<file path="src/rtl/hilotof_pkg.sv">
// Shared constants for the HiLoTOF result path.
// Latency: n/a (definitions only).
// Backpressure: n/a (definitions only).
package hilotof_pkg;

    // Width of one DUT result word as seen by the host I/O serialiser
    localparam int HILOTOF_WORD_WIDTH = 32;

endpackage

</file>
<file path="src/rtl/hilotof_fifo_mem.sv">
// Simple dual-port DEPTH x WIDTH storage, synchronous write, asynchronous read (distributed RAM).
// Latency: write visible on the read port the cycle after the write edge; read is combinational.
// Backpressure: none; the caller only writes when a slot is free.
module hilotof_fifo_mem
    import hilotof_pkg::*;
#(
    parameter int WIDTH = HILOTOF_WORD_WIDTH,
    parameter int DEPTH = 16
) (
    input  logic                     clock,
    input  logic                     we,
    input  logic [$clog2(DEPTH)-1:0] waddr,
    input  logic [WIDTH-1:0]         wdata,
    input  logic [$clog2(DEPTH)-1:0] raddr,
    output logic [WIDTH-1:0]         rdata
);

    logic [WIDTH-1:0] mem [DEPTH];

    // Storage is not reset; the top masks the read port while empty
    always_ff @(posedge clock) begin
        if (we) begin
            mem[waddr] <= wdata;
        end
    end

    assign rdata = mem[raddr];

endmodule

</file>
<file path="src/rtl/hilotof_result_fifo.sv">
// First-word-fall-through result buffer between the DUT result port and the host I/O block.
// Latency: a word pushed into an empty FIFO is on out_data with out_valid=1 one edge later.
// Backpressure: in_ready drops when full; words offered while full are dropped and set overflow.
// Optional macro HILOTOF_RESULT_FIFO_STATS_EN adds high_water and drop_count outputs.
module hilotof_result_fifo
    import hilotof_pkg::*;
#(
    parameter int WIDTH = HILOTOF_WORD_WIDTH,
    parameter int DEPTH = 16
) (
    input  logic                       clock,
    input  logic                       sys_reset,
    input  logic [WIDTH-1:0]           in_data,
    input  logic                       in_valid,
    output logic                       in_ready,
    output logic [WIDTH-1:0]           out_data,
    output logic                       out_valid,
    input  logic                       out_ready,
    output logic [$clog2(DEPTH+1)-1:0] level,
    output logic                       overflow
`ifdef HILOTOF_RESULT_FIFO_STATS_EN
    ,
    output logic [$clog2(DEPTH+1)-1:0] high_water,
    output logic [15:0]                drop_count
`endif
);

    localparam int PW = $clog2(DEPTH);
    localparam int LW = $clog2(DEPTH + 1);

    logic [PW-1:0]    wr_ptr;
    logic [PW-1:0]    rd_ptr;
    logic [LW-1:0]    level_nxt;
    logic [WIDTH-1:0] mem_rdata;
    logic             push;
    logic             pop;
    logic             drop;

    // in_ready and out_valid are flops, so neither handshake has a combinational path
    assign push = in_valid && in_ready;
    assign pop  = out_valid && out_ready;
    assign drop = in_valid && !in_ready;

    // Occupancy after this edge; push+pop together leaves it unchanged
    always_comb begin
        level_nxt = level;
        unique case ({push, pop})
            2'b10:   level_nxt = level + LW'(1);
            2'b01:   level_nxt = level - LW'(1);
            default: level_nxt = level;
        endcase
    end

    // Pointers, occupancy and flags; full/empty come from level so pointers may wrap freely
    always_ff @(posedge clock) begin
        if (sys_reset) begin
            wr_ptr    <= '0;
            rd_ptr    <= '0;
            level     <= '0;
            out_valid <= 1'b0;
            in_ready  <= 1'b1;
            overflow  <= 1'b0;
        end else begin
            if (push) begin
                wr_ptr <= wr_ptr + PW'(1);
            end
            if (pop) begin
                rd_ptr <= rd_ptr + PW'(1);
            end
            level     <= level_nxt;
            out_valid <= (level_nxt != '0);
            in_ready  <= (level_nxt != LW'(DEPTH));
            if (drop) begin
                overflow <= 1'b1;
            end
        end
    end

    hilotof_fifo_mem #(
        .WIDTH (WIDTH),
        .DEPTH (DEPTH)
    ) u_mem (
        .clock (clock),
        .we    (push),
        .waddr (wr_ptr),
        .wdata (in_data),
        .raddr (rd_ptr),
        .rdata (mem_rdata)
    );

    // Head slot cannot be overwritten while valid (writes stop at full), so out_data is stable
    // under stall; it reads zero while empty so reset and idle never expose stale storage.
    assign out_data = out_valid ? mem_rdata : '0;

`ifdef HILOTOF_RESULT_FIFO_STATS_EN
    // Peak occupancy since reset and saturating count of dropped words
    always_ff @(posedge clock) begin
        if (sys_reset) begin
            high_water <= '0;
            drop_count <= '0;
        end else begin
            if (level_nxt > high_water) begin
                high_water <= level_nxt;
            end
            if (drop && (drop_count != 16'hFFFF)) begin
                drop_count <= drop_count + 16'd1;
            end
        end
    end
`endif

endmodule
</file>
<file path="config.mk">
export PLATFORM = sky130hd
export DESIGN_NAME = hilotof_result_fifo
export DESIGN_NICKNAME = d
export VERILOG_FILES = /design/src/rtl/hilotof_pkg.sv /design/src/rtl/hilotof_fifo_mem.sv /design/src/rtl/hilotof_result_fifo.sv
export SDC_FILE = /design/constraint.sdc
export NUM_CORES = 1
export LEC_CHECK = 0
export BUFFER_PORTS_ARGS = -buffer_cell sky130_fd_sc_hd__buf_2
export CORE_MARGIN = 4
export CORE_UTILIZATION = 66
export CTS_CLUSTER_DIAMETER = 40
export DETAILED_ROUTE_END_ITERATION = 7
export GPL_ROUTABILITY_DRIVEN = 0
export PLACE_DENSITY = 0.82
export RECOVER_POWER = 25
export SYNTH_ARGS = -nofsm -noshare
export SYNTH_HDL_FRONTEND = slang
export SYNTH_SLANG_ARGS = --single-unit
</file>
<file path="constraint.sdc">
create_clock -name clock -period 5 [get_ports clock]
set_input_delay 0.25 -clock clock [delete_from_list [all_inputs] [get_ports clock]]
set_output_delay 0.25 -clock clock [all_outputs]
set_load 0.02 [all_outputs]
</file>
# --- After elaboration in Yosys (flattened, before gate mapping) ---
# Memories as Yosys holds them, arrays and structs flattened. A register that Yosys moved wholly into a read port is not among the register bits.
# Cells that the tools add are included.
word_totals:
  inputBits: 36
  out_inout_bits: 40
  ff_bits: 16
  mem_count: 1
  ramBits: 512
mem_list:
  columns: ["memory", "depth", "width", "read_ports", "rd_ports_with_merged_regs", "write_ports", "line", "source"]
  rows:
  - ["u_mem.mem", 16, 32, 1, 1, 1, "hilotof_fifo_mem.sv:18", "logic [WIDTH-1:0] mem [DEPTH];"]
op_classes:
  n_mux: 6
  add_sub_neg: 4
  eq_ne: 3
  reduce_logical: 5
ops:
  columns: ["operator", "n"]
  rows:
  - ["32-bit 2-to-1 mux", 1]
  - ["5-bit case mux with 2 select lines", 1]
  - ["4-bit by 1-bit adder with 4-bit output (second input constant)", 2]
  - ["4-bit 2-to-1 mux", 2]
  - ["5-bit by 1-bit adder with 5-bit output (second input constant)", 1]
  - ["5-bit inequality test (second input constant)", 1]
  - ["5-bit nonzero test", 1]
  - ["5-bit by 1-bit subtractor with 5-bit output (second input constant)", 1]
  - ["1-bit logical AND", 3]
  - ["2-bit by 1-bit equality test with 1-bit output (second input constant)", 1]
  - ["2-bit equality test (second input constant)", 1]
  - ["1-bit 2-to-1 mux", 2]
  - ["1-bit zero test", 1]

# --- Logic depth before layout (Yosys ltp) ---
# Gate-level depths: netlist of the first run.
logic_depth:
  depth_word: 4
  ltp_mapped: 11

# --- By module ---
# A second synthesis of the first run with hierarchy kept.
hier_totals:
  cells_unflattened: 933
  area_unflattened_um2: 20229.4
modules_own_cells:
  columns: ["mod", "area_per_inst_um2", "instances", "cells_each"]
  rows:
  - ["hilotof_fifo_mem", 19213.4, 1, 806]
  - ["hilotof_result_fifo", 1016.0, 1, 127]

# --- Worst setup path after synthesis of the first run ---
# No wires, ideal clock.
synth_path:
  path_type: "register to register"
  start: "register in_ready"
  end: "memory u_mem.mem[3][0] (netlist name) (enable)"
  stages_incl_launch_ff: 5
  setup_ns: 0.461
  path_slack_ns: 1.470
  arrival_ns: 3.069
  t_required_ns: 4.539
  n_path_buf: 1
  cell_sequence: "dfxtp_1 and2_1 buf_6 nand2_1 nor3_1"
synth_via:
  elab_chain_len: 3
synth_lines:
  columns: ["item", "line", "source"]
  rows:
  - ["start: declaration", "hilotof_result_fifo.sv:15", "output logic in_ready,"]
  - ["start signal: assignment", "hilotof_result_fifo.sv:72", "in_ready <= (level_nxt != LW'(DEPTH));"]
  - ["1-bit logical AND", "hilotof_result_fifo.sv:40", "assign push = in_valid && in_ready;"]
  - ["1-bit 2-to-1 mux", "hilotof_fifo_mem.sv:22", "if (we) begin"]
  - ["1-bit 2-to-1 mux (not written as such)", "hilotof_fifo_mem.sv:23", "mem[waddr] <= wdata;"]
  - ["end: declaration", "hilotof_fifo_mem.sv:18", null]
# No other way between the ends.

==> results_dict.tcl, run 1 <==
set metrics [dict create \
    crit_buf_inv 2 \
    final_util_pct 75.64 \
    period_needed_ps 3601 \
    peakVddDrop_mv 0.3225 \
    rsz0062_at_grt "false" \
    drt-pass1-iter-count 5 \
    dp_cells 1327 \
    setup_tns_ps 0 \
    detail-route-antenna-nets 0 \
    synth_nets 917 \
    ys_ff_latch 532 \
    cap_viol_max_count 0 \
    synth_seq_area_share_pct 77.20 \
    cts_buffer_depth 3 \
    rows 64 \
    via_count 9766 \
    synth_area_sq_um 20430 \
    cts_tree "built" \
    status "complete, no violations" \
    dieWidth_um 184.0 \
    hpwl_um 22650 \
    slew_headroom_pct 17.56 \
    max_stage_delay_ps 860 \
    setup_viol 0 \
    fin_hold_ws_ps 69.16 \
    netlist-cell-type-count 37 \
    synth_cells 874 \
    tightest_slew_ps 1234 \
    dieArea_sq_um 33840 \
    clk_pin_slew_ps 60 \
    path_class "flip-flop to output pin" \
    synth_area_leaders "edfxtp_1 (75%), mux4_2 (18%), dfxtp_1 (2.0%)" \
    drive_gt1_share_pct 33.33 \
    endpoint_kind "output pin" \
    crit_fanout 37 \
    final_max_slew_viol_count 0 \
    syn_to_final_growth_pct 13.23 \
    p_leak_nw 7.214 \
    die_y_um 184.0 \
    syn_avg_cell_area_sq_um 23.38 \
    cts_setup_buffers 0 \
    htreeDepth 2 \
    yosysWarningCount 0 \
    routed_wirelength_um 45660 \
    filler_cell_count 1565 \
    grt.overflow.total 0 \
    cp_top_family "multiplexers" \
    io_buffers 75 \
    start_util_pct 66.80 \
    cts.repair.resized 0 \
    stdcell_count 1427 \
    synth_flop_cell "edfxtp_1" \
    clockRootBuffer "clkbuf_16" \
    fmax_mhz 277.7 \
    pre_cts_slack_ps 1926 \
    cp_common_cell "mux4_2" \
    grt_max_degree 59 \
    cts_buffers 55 \
    synth_edf_count 512 \
    cp.required_ps 4750 \
    grt_usage_pct 27.91 \
    clock_skew_ps 18.78 \
    min_period_over_period_pct 72.02 \
    synthDominantCellAreaShare_pct 75.24 \
    start_kind "flip-flop" \
    coreArea_sq_um 30590 \
    async_reset_ff_share_pct 0 \
    fin_nets 1032 \
    hp-class "input port to flip-flop" \
    clkSinkCount 532 \
    hold_violations 0 \
    post_drt_wl_per_cell_um 32.00 \
    worstPathCellList "buf_4, mux4_2, mux4_2, and2_1, buf_2" \
    arrival_ps 3350 \
    antenna_found_initial 4 \
    grt_pass1_vias 10140 \
    critPathSlowestCell "dfxtp_4" \
    setup_ws_ps 1399 \
    yosysTopAreaCell "edfxtp_1" \
    power.density_nw_per_um2 451.9 \
    drc 0 \
    synth.most_common_cell "edfxtp_1" \
    io_pins 76 \
    drt_iter0_drc 1393 \
    clock_latency_ps 570 \
    via_per_inst 6.844 \
    synthTopCellsByCount "edfxtp_1 (512), mux4_2 (160), and2_1 (33)" \
    grt_first_pass_wirelength_um 67830 \
]
-- sequential cells by signal, summed over array words and instances (netlist names), named ones only --
register	flops
u_mem.mem	512
in_ready	1
wr_ptr	4
out_valid	1
level	5
rd_ptr	4
overflow	1
-- cell type report --
cell class / count / area [sq um] / share of cell area, %
antenna: 2 / 5.005 / 0.02163
sequential: 532 / 15790 / 68.22
timing repair buffer: 104 / 604.3 / 2.612
clock buffer: 65 / 1414 / 6.110
inverter: 7 / 28.78 / 0.1244
clock inverter: 32 / 297.8 / 1.287
multi-input combinational: 289 / 4508 / 19.48
tap: 396 / 495.5 / 2.141
-- cells in the final DEF, fill, tap and decap left out, types with 5 or more instances in the layout --
cell | Yosys | layout
inv_1 | 5 | 5
buf_4 | 5 | 25
dfxtp_1 | 20 | 16
clkinv_1 | 0 | 9
ha_1 | 7 | 7
clkinvlp_4 | 0 | 5
a21oi_1 | 8 | 8
clkinv_2 | 2 | 7
clkbuf_16 | 0 | 55
buf_2 | 7 | 52
inv_6 | 0 | 6
nor2_4 | 0 | 12
nand2_1 | 13 | 13
clkbuf_1 | 16 | 33
mux4_2 | 160 | 160
edfxtp_1 | 512 | 512
xor2_1 | 5 | 5
xnor2_1 | 5 | 5
nor2_1 | 29 | 17
and2_1 | 33 | 33
-- per-stage QoR --
step           instance area [sq um]  total power, W
5_1_grt                        23140         0.01083
3_3_place_gp                   21440        0.006592
6_report                       23140         0.01046
3_5_place_dp                   21440        0.006633
4_1_cts                        23160         0.01053
2_1_floorplan                  20430        0.006225
-- path summary, 6_finish.rpt --
kind | startpoint | slack, ps | cells past startpoint | to
max | flip-flop | 1400 | 5 | out_data[25]
min reg2reg | overflow | 470 | 2 | overflow
max reg2reg | out_valid | 1990 | 11 | in_ready
min | in_data[3] | 70 | 1 | u_mem.mem[11][3]
-- metal layers --
layer	wire length [um]	track usage [%]	vias up
met3	3502	4.452	99
met2	24010	46.35	591
met1	16860	39.87	5146
met5	7	0	-
li1	-	-	3928
met4	1283	7.897	2
-- report_power, final --
part	switching (W)	internal (W)
sequential	0.000121	0.00500
clock	0.00167	0.00224
combinational	0.000732	0.000693
total	0.00253	0.00793
-- timing repair --
action,CTS,global route
hold buffers,1,0
hold endpoints to repair,1,0
endpoints found under the setup margin,0,0
-- cells by family (layout without fill, tap and decap cells) --
group	Yosys count	after routing	share of synthesized area, %
compound gates	17	17	0.5878
xor+xnor	10	10	0.4286
fa+ha+maj	7	7	0.4286
buf+inv	53	208	1.280
flops	532	532	77.20
mux	161	161	17.68
other cells	0	2	0
simple gates	94	94	2.394
Power figures use the tool's default switching activity.
==> run 2, diff against run 1 <==
--- a/config.mk
+++ b/config.mk
@@ -7,11 +7,11 @@
 export LEC_CHECK = 0
 export BUFFER_PORTS_ARGS = -buffer_cell sky130_fd_sc_hd__buf_2
 export CORE_MARGIN = 4
-export CORE_UTILIZATION = 66
+export CORE_UTILIZATION = 55
 export CTS_CLUSTER_DIAMETER = 40
 export DETAILED_ROUTE_END_ITERATION = 7
 export GPL_ROUTABILITY_DRIVEN = 0
-export PLACE_DENSITY = 0.82
+export PLACE_DENSITY = 0.73
 export RECOVER_POWER = 25
 export SYNTH_ARGS = -nofsm -noshare
 export SYNTH_HDL_FRONTEND = slang
==> constraint.sdc (replaced) <==
create_clock -name clock -period 3.23 [get_ports clock]
set_input_delay 0.1615 -clock clock [delete_from_list [all_inputs] [get_ports clock]]
set_output_delay 0.1615 -clock clock [all_outputs]
set_load 0.02 [all_outputs]
==> run 2 against run 1 <==
  * Sequential power up 53%
  * Non-clock buffer count up 39
  * Power grew 66%
  * Cell area is 4.7% higher
  * Via count down 2.4%
  * Clock-buffer cell count up 12
  * Flip-flop and latch count is the same
  * Utilization decreased by 9.5 points
  * First-iteration DRC count down 36%
  * Critical path depth is the same
  * Global-route usage shrank 6.1 points
  * Setup slack worse by 1200 ps
==> results_dict.tcl, run 2 (synthesized netlist as in run 1, its figures left out) <==
set metrics [dict create \
    io_buffers 75 \
    rsz0062_at_grt "false" \
    cap_viol_max_count 0 \
    tightest_slew_ps 702.2 \
    dieArea_sq_um 40300 \
    reg_top3 "u_mem.mem: 512 flops, level: 5 flops" \
    arrival_ps 2820 \
    drt_iter0_drc 887 \
    rows 70 \
    start_kind "flip-flop" \
    coreArea_sq_um 36610 \
    path_class "flip-flop to output pin" \
    r2r-start "in_ready" \
    grt_usage_pct 21.86 \
    r2r_end "in_ready" \
    r2r_setup_slack_ps 720 \
    htreeDepth 3 \
    clockRootBuffer "clkbuf_16" \
    hold_violations 0 \
    multiInputGateArea_sq_um 4533 \
    hp-class "flip-flop to flip-flop" \
    cts_buffers 66 \
    io_pins 76 \
    clock_latency_ps 570 \
    finalPower_w 0.01736 \
    grt_pass1_vias 10240 \
    grt_max_degree 62 \
    fmax_mhz 334.9 \
    grt.overflow.total 0 \
    drc 0 \
    detail-route-antenna-nets 0 \
    cts.repair.resized 0 \
    endpoint_kind "output pin" \
    whs_path_depth 2 \
    clock_skew_ps 14.17 \
    reg2reg_depth 10 \
    via_per_inst 6.116 \
    p_leak_nw 7.629 \
    die_y_um 200.8 \
    antenna_found_initial 2 \
    peakVddDrop_mv 0.4764 \
    min_from "rd_ptr[3]" \
    final_max_slew_viol_count 0 \
    register_area_sq_um 15790 \
    setup_tns_ps 0 \
    drt-pass1-iter-count 6 \
    clkSinkCount 532 \
    dieWidth_um 200.8 \
    fin_nets 1082 \
    cp.required_ps 3070 \
    filler_cell_count 2318 \
    cts_buffer_depth 3 \
    setup_viol 0 \
    cts_tree "built" \
    syn_to_final_growth_pct 18.50 \
    via_count 9529 \
    largest_register_ffs 512 \
    status "complete, no violations" \
    clk_pin_slew_ps 50 \
    min_period_over_period_pct 92.46 \
    start_util_pct 55.82 \
    slew_headroom_pct 53.19 \
    routed_wirelength_um 42730 \
    crit_fanout 61 \
    mostFrequentLayoutCells "edfxtp_1 (512), mux4_2 (160), clkbuf_16 (69)" \
    layout_commonest_cell "edfxtp_1" \
    regMostFlops "u_mem.mem" \
    hpwl_um 21540 \
    post_drt_wl_per_cell_um 27.43 \
    period_needed_ps 2986 \
    power.density_nw_per_um2 717.0 \
    grt_first_pass_wirelength_um 65360 \
    drive_gt1_share_pct 34.34 \
]
[run 2: changes by cell type in the layout (fill, tap and decap cells not counted), moves of 2 or more]
cell           change
dlygate4sd3_1     +35
clkbuf_16         +14
buf_12             +9
clkinv_4           +7
buf_4              -5
nor3_2             -4
nor3_4             +4
clkbuf_1           -3
clkinv_1           -3
clkinv_2           +3
bufinv_16          +2
[run 2: worst max-delay path by stage]
stage	start	end	slack (ps)	cells past startpoint
after floorplan	in_ready	u_mem.mem[7][0]	560	4
after CTS	flip-flop	out_data[27]	170	5
after global routing	flip-flop	out_data[4]	90	5
after detailed placement	in_ready	in_ready	720	10
final	flip-flop	out_data[27]	240	5
after global placement	in_ready	in_ready	800	10
[run 2: metal layers]
layer  wire length, um  vias up  GRT usage [%]
met3              2860       73          4.459
li1                  -     4046              -
met5                12        -              0
met2             21920      368          36.16
met1             17110     5040          30.55
met4               821        2          5.728
[run 2: report_power, final]
group | switching [W] | leakage, nW | internal (W)
Clock | 0.00279 | 1.06 | 0.00442
Combinational | 0.00120 | 1.78 | 0.00111
Sequential | 0.0000984 | 4.79 | 0.00774
[run 2: per-stage QoR]
| stage | setup slack [ps] | util (%) | hold slack (ps) | instance area, sq um | instances |
|---|---|---|---|---|---|
| 2_1_floorplan | 556.4 | - | 260.4 | 20450 | 874 |
| 3_3_place_gp | 801.2 | 59.27 | 398.2 | 21700 | 1403 |
| 3_5_place_dp | 722.3 | 59.27 | 419.0 | 21700 | 1403 |
| 4_1_cts | 174.6 | 66.21 | 479.1 | 24240 | 1557 |
| 5_1_grt | 91.37 | 66.14 | 543.6 | 24220 | 1558 |
| 6_report | 243.6 | 66.14 | 512.8 | 24220 | 1558 |
[run 2: cell type report]
type	count	area share, %
clock inverter	41	1.757
antenna	1	0.01033
inverter	7	0.1188
timing repair buffer	143	4.537
clock buffer	77	7.254
multi-input combinational	289	18.72
sequential	532	65.19
tap	468	2.418
[run 2: critical path: stages, from the launching register on]
cell and delay, ps:
dfxtp_4 380, buf_12 420, mux4_2 590, mux4_2 500
and2_1 170, buf_2 150
[run 2: timing repair]
item / 4_1_cts / 5_1_grt
hold endpoints to repair: 529 / 0
hold buffers: 36 / 0
buffers inserted: 0 / 0
==> run 3, diff against run 2 <==
--- a/config.mk
+++ b/config.mk
@@ -7,11 +7,11 @@
 export LEC_CHECK = 0
 export BUFFER_PORTS_ARGS = -buffer_cell sky130_fd_sc_hd__buf_2
 export CORE_MARGIN = 4
-export CORE_UTILIZATION = 55
+export CORE_UTILIZATION = 66
 export CTS_CLUSTER_DIAMETER = 40
 export DETAILED_ROUTE_END_ITERATION = 7
 export GPL_ROUTABILITY_DRIVEN = 0
-export PLACE_DENSITY = 0.73
+export PLACE_DENSITY = 0.82
 export RECOVER_POWER = 25
 export SYNTH_ARGS = -nofsm -noshare
 export SYNTH_HDL_FRONTEND = slang
==> constraint.sdc (replaced) <==
create_clock -name clock -period 3.82 [get_ports clock]
set_input_delay 0.191 -clock clock [delete_from_list [all_inputs] [get_ports clock]]
set_output_delay 0.191 -clock clock [all_outputs]
set_load 0.02 [all_outputs]
==> run 3 against run 2 <==
  * Combinational power shrank 15%
  * Hold slack lost 500 ps
  * Setup slack gained 190 ps
  * Critical endpoint is now out_data[9]
  * Wire length grew 8.6%
  * Cell area shrank 2.7%
  * First-iteration DRC count grew 53%
  * Clock skew grew 2.5 ps
  * Sequential power shrank 15%
==> results_dict.tcl, run 3 (synthesized netlist as in run 1, its figures left out) <==
set metrics [dict create \
    arrival_ps 3190 \
    antenna_found_initial 0 \
    dieWidth_um 184.0 \
    stdcell_count 1462 \
    fin_nets 1064 \
    hold_violations 0 \
    peakVddDrop_mv 0.3997 \
    syn_to_final_growth_pct 15.31 \
    reg_top3 "u_mem.mem: 512 flops, level: 5 flops" \
    detail-route-antenna-nets 0 \
    reg2reg_depth 10 \
    finalPower_w 0.01390 \
    grt_first_pass_wirelength_um 69280 \
    worstPathCellList "buf_12, mux4_2, mux4_2, and2_1, buf_2" \
    setup_ws_ps 437.1 \
    n_antenna_cell 0 \
    dieArea_sq_um 33840 \
    coreArea_sq_um 30590 \
    drt-pass1-iter-count 5 \
    register_area_sq_um 15790 \
    setup_viol 0 \
    status "complete, no violations" \
    htreeDepth 2 \
    cts_tree "built" \
    endpoint_kind "output pin" \
    cp_common_cell "mux4_2" \
    setup_tns_ps 0 \
    clock_latency_ps 580 \
    mostFrequentLayoutCells "edfxtp_1 (512), mux4_2 (160), clkbuf_16 (56)" \
    postCtsHoldBufs 32 \
    power.density_nw_per_um2 589.8 \
    drc 0 \
    critPathSlowestCell "dfxtp_4" \
    cts.repair.resized 0 \
    r2r_end "in_ready" \
    clkSinkCount 532 \
    dp_cells 1327 \
    io_pins 76 \
    filler_cell_count 1557 \
    start_kind "flip-flop" \
    p_leak_nw 7.421 \
    drt_iter0_drc 1354 \
    final_max_slew_viol_count 0 \
    r2r-start "in_ready" \
    grt_max_degree 56 \
    pre_cts_slack_ps 1036 \
    clk_pin_slew_ps 60 \
    final_util_pct 77.03 \
    cts_buffer_depth 3 \
    grt_usage_pct 28.47 \
    cp-endpoint "out_data[9]" \
    clock_skew_ps 16.67 \
    min_from "out_ready" \
    cp.required_ps 3630 \
    largest_register_ffs 512 \
    rsz0062_at_grt "false" \
    layout_commonest_cell "edfxtp_1" \
    tightest_slew_ps 1248 \
    clockRootBuffer "clkbuf_16" \
    max_stage_delay_ps 690 \
    cap_viol_max_count 0 \
    cts_buffers 56 \
    routed_wirelength_um 46400 \
    io_buffers 75 \
    start_util_pct 66.80 \
    slew_headroom_pct 16.77 \
    hp-class "input port to flip-flop" \
    r2r_setup_slack_ps 1000 \
    cts_setup_buffers 0 \
    fmax_mhz 295.6 \
    path_class "flip-flop to output pin" \
    multiInputGateArea_sq_um 4508 \
    via_count 9935 \
    rows 64 \
    post_drt_wl_per_cell_um 31.74 \
    via_per_inst 6.795 \
    grt_pass1_vias 10450 \
    die_y_um 184.0 \
    regMostFlops "u_mem.mem" \
    crit_fanout 40 \
    period_needed_ps 3383 \
    hpwl_um 21660 \
    drive_gt1_share_pct 33.11 \
    min_period_over_period_pct 88.56 \
    grt.overflow.total 0 \
]
run 3: changes by cell type in the layout (fill, tap and decap cells not counted), moves of 5 or more:
| cell | change |
|---|---|
| clkbuf_16 | -13 |
| buf_12 | -7 |
| clkinv_8 | +5 |
| clkinv_4 | -6 |
run 3: per-layer routing:
layer  up-vias  GRT usage [%]  part of all wire [%]
li1       3994              -                     -
met1      5269          39.67                    37
met2       576          47.90                    53
met3        96          4.947                   7.5
met4         0          8.104                   2.8
met5         -              0                     0
run 3: how the worst min path moves through the flow:
stage / to / slack, ps / cells after the start
after floorplan: u_mem.mem[0][0] / 290 / 0
after global placement: overflow / 420 / 3
after detailed placement: overflow / 450 / 3
after CTS: u_mem.mem[2][18] / 0.1 / 1
after global routing: flip-flop / 60 / 4
final: flip-flop / 10 / 4
run 3: area by class of cell:
cell class / count / area share, %
multi-input cells: 289 / 19.13
flip-flops and latches: 532 / 66.99
inverters: 7 / 0.1221
clock buffers: 65 / 6.090
repair buffers: 135 / 4.004
clock inverters: 38 / 1.561
well taps: 396 / 2.103
run 3: stage by stage:
step,hold slack (ps),instance area [sq um]
floorplan,289.9,20430
global placement,422.4,21470
detailed placement,450.8,21470
CTS,0.1039,23590
global route,63.40,23560
finish,13.64,23560
run 3: critical path: cells and delay by family, from the launching register on:
family	cells	cell delay, ps
mux	2	1130
flops	1	690
simple gates	1	200
buf+inv	2	520
run 3: where the power goes:
part	switching, W	internal (W)	leakage (nW)
Clock	0.00226	0.00300	0.882
Sequential	0.000135	0.00655	4.79
Combinational	0.00102	0.000934	1.75
Total	0.00342	0.0105	7.42
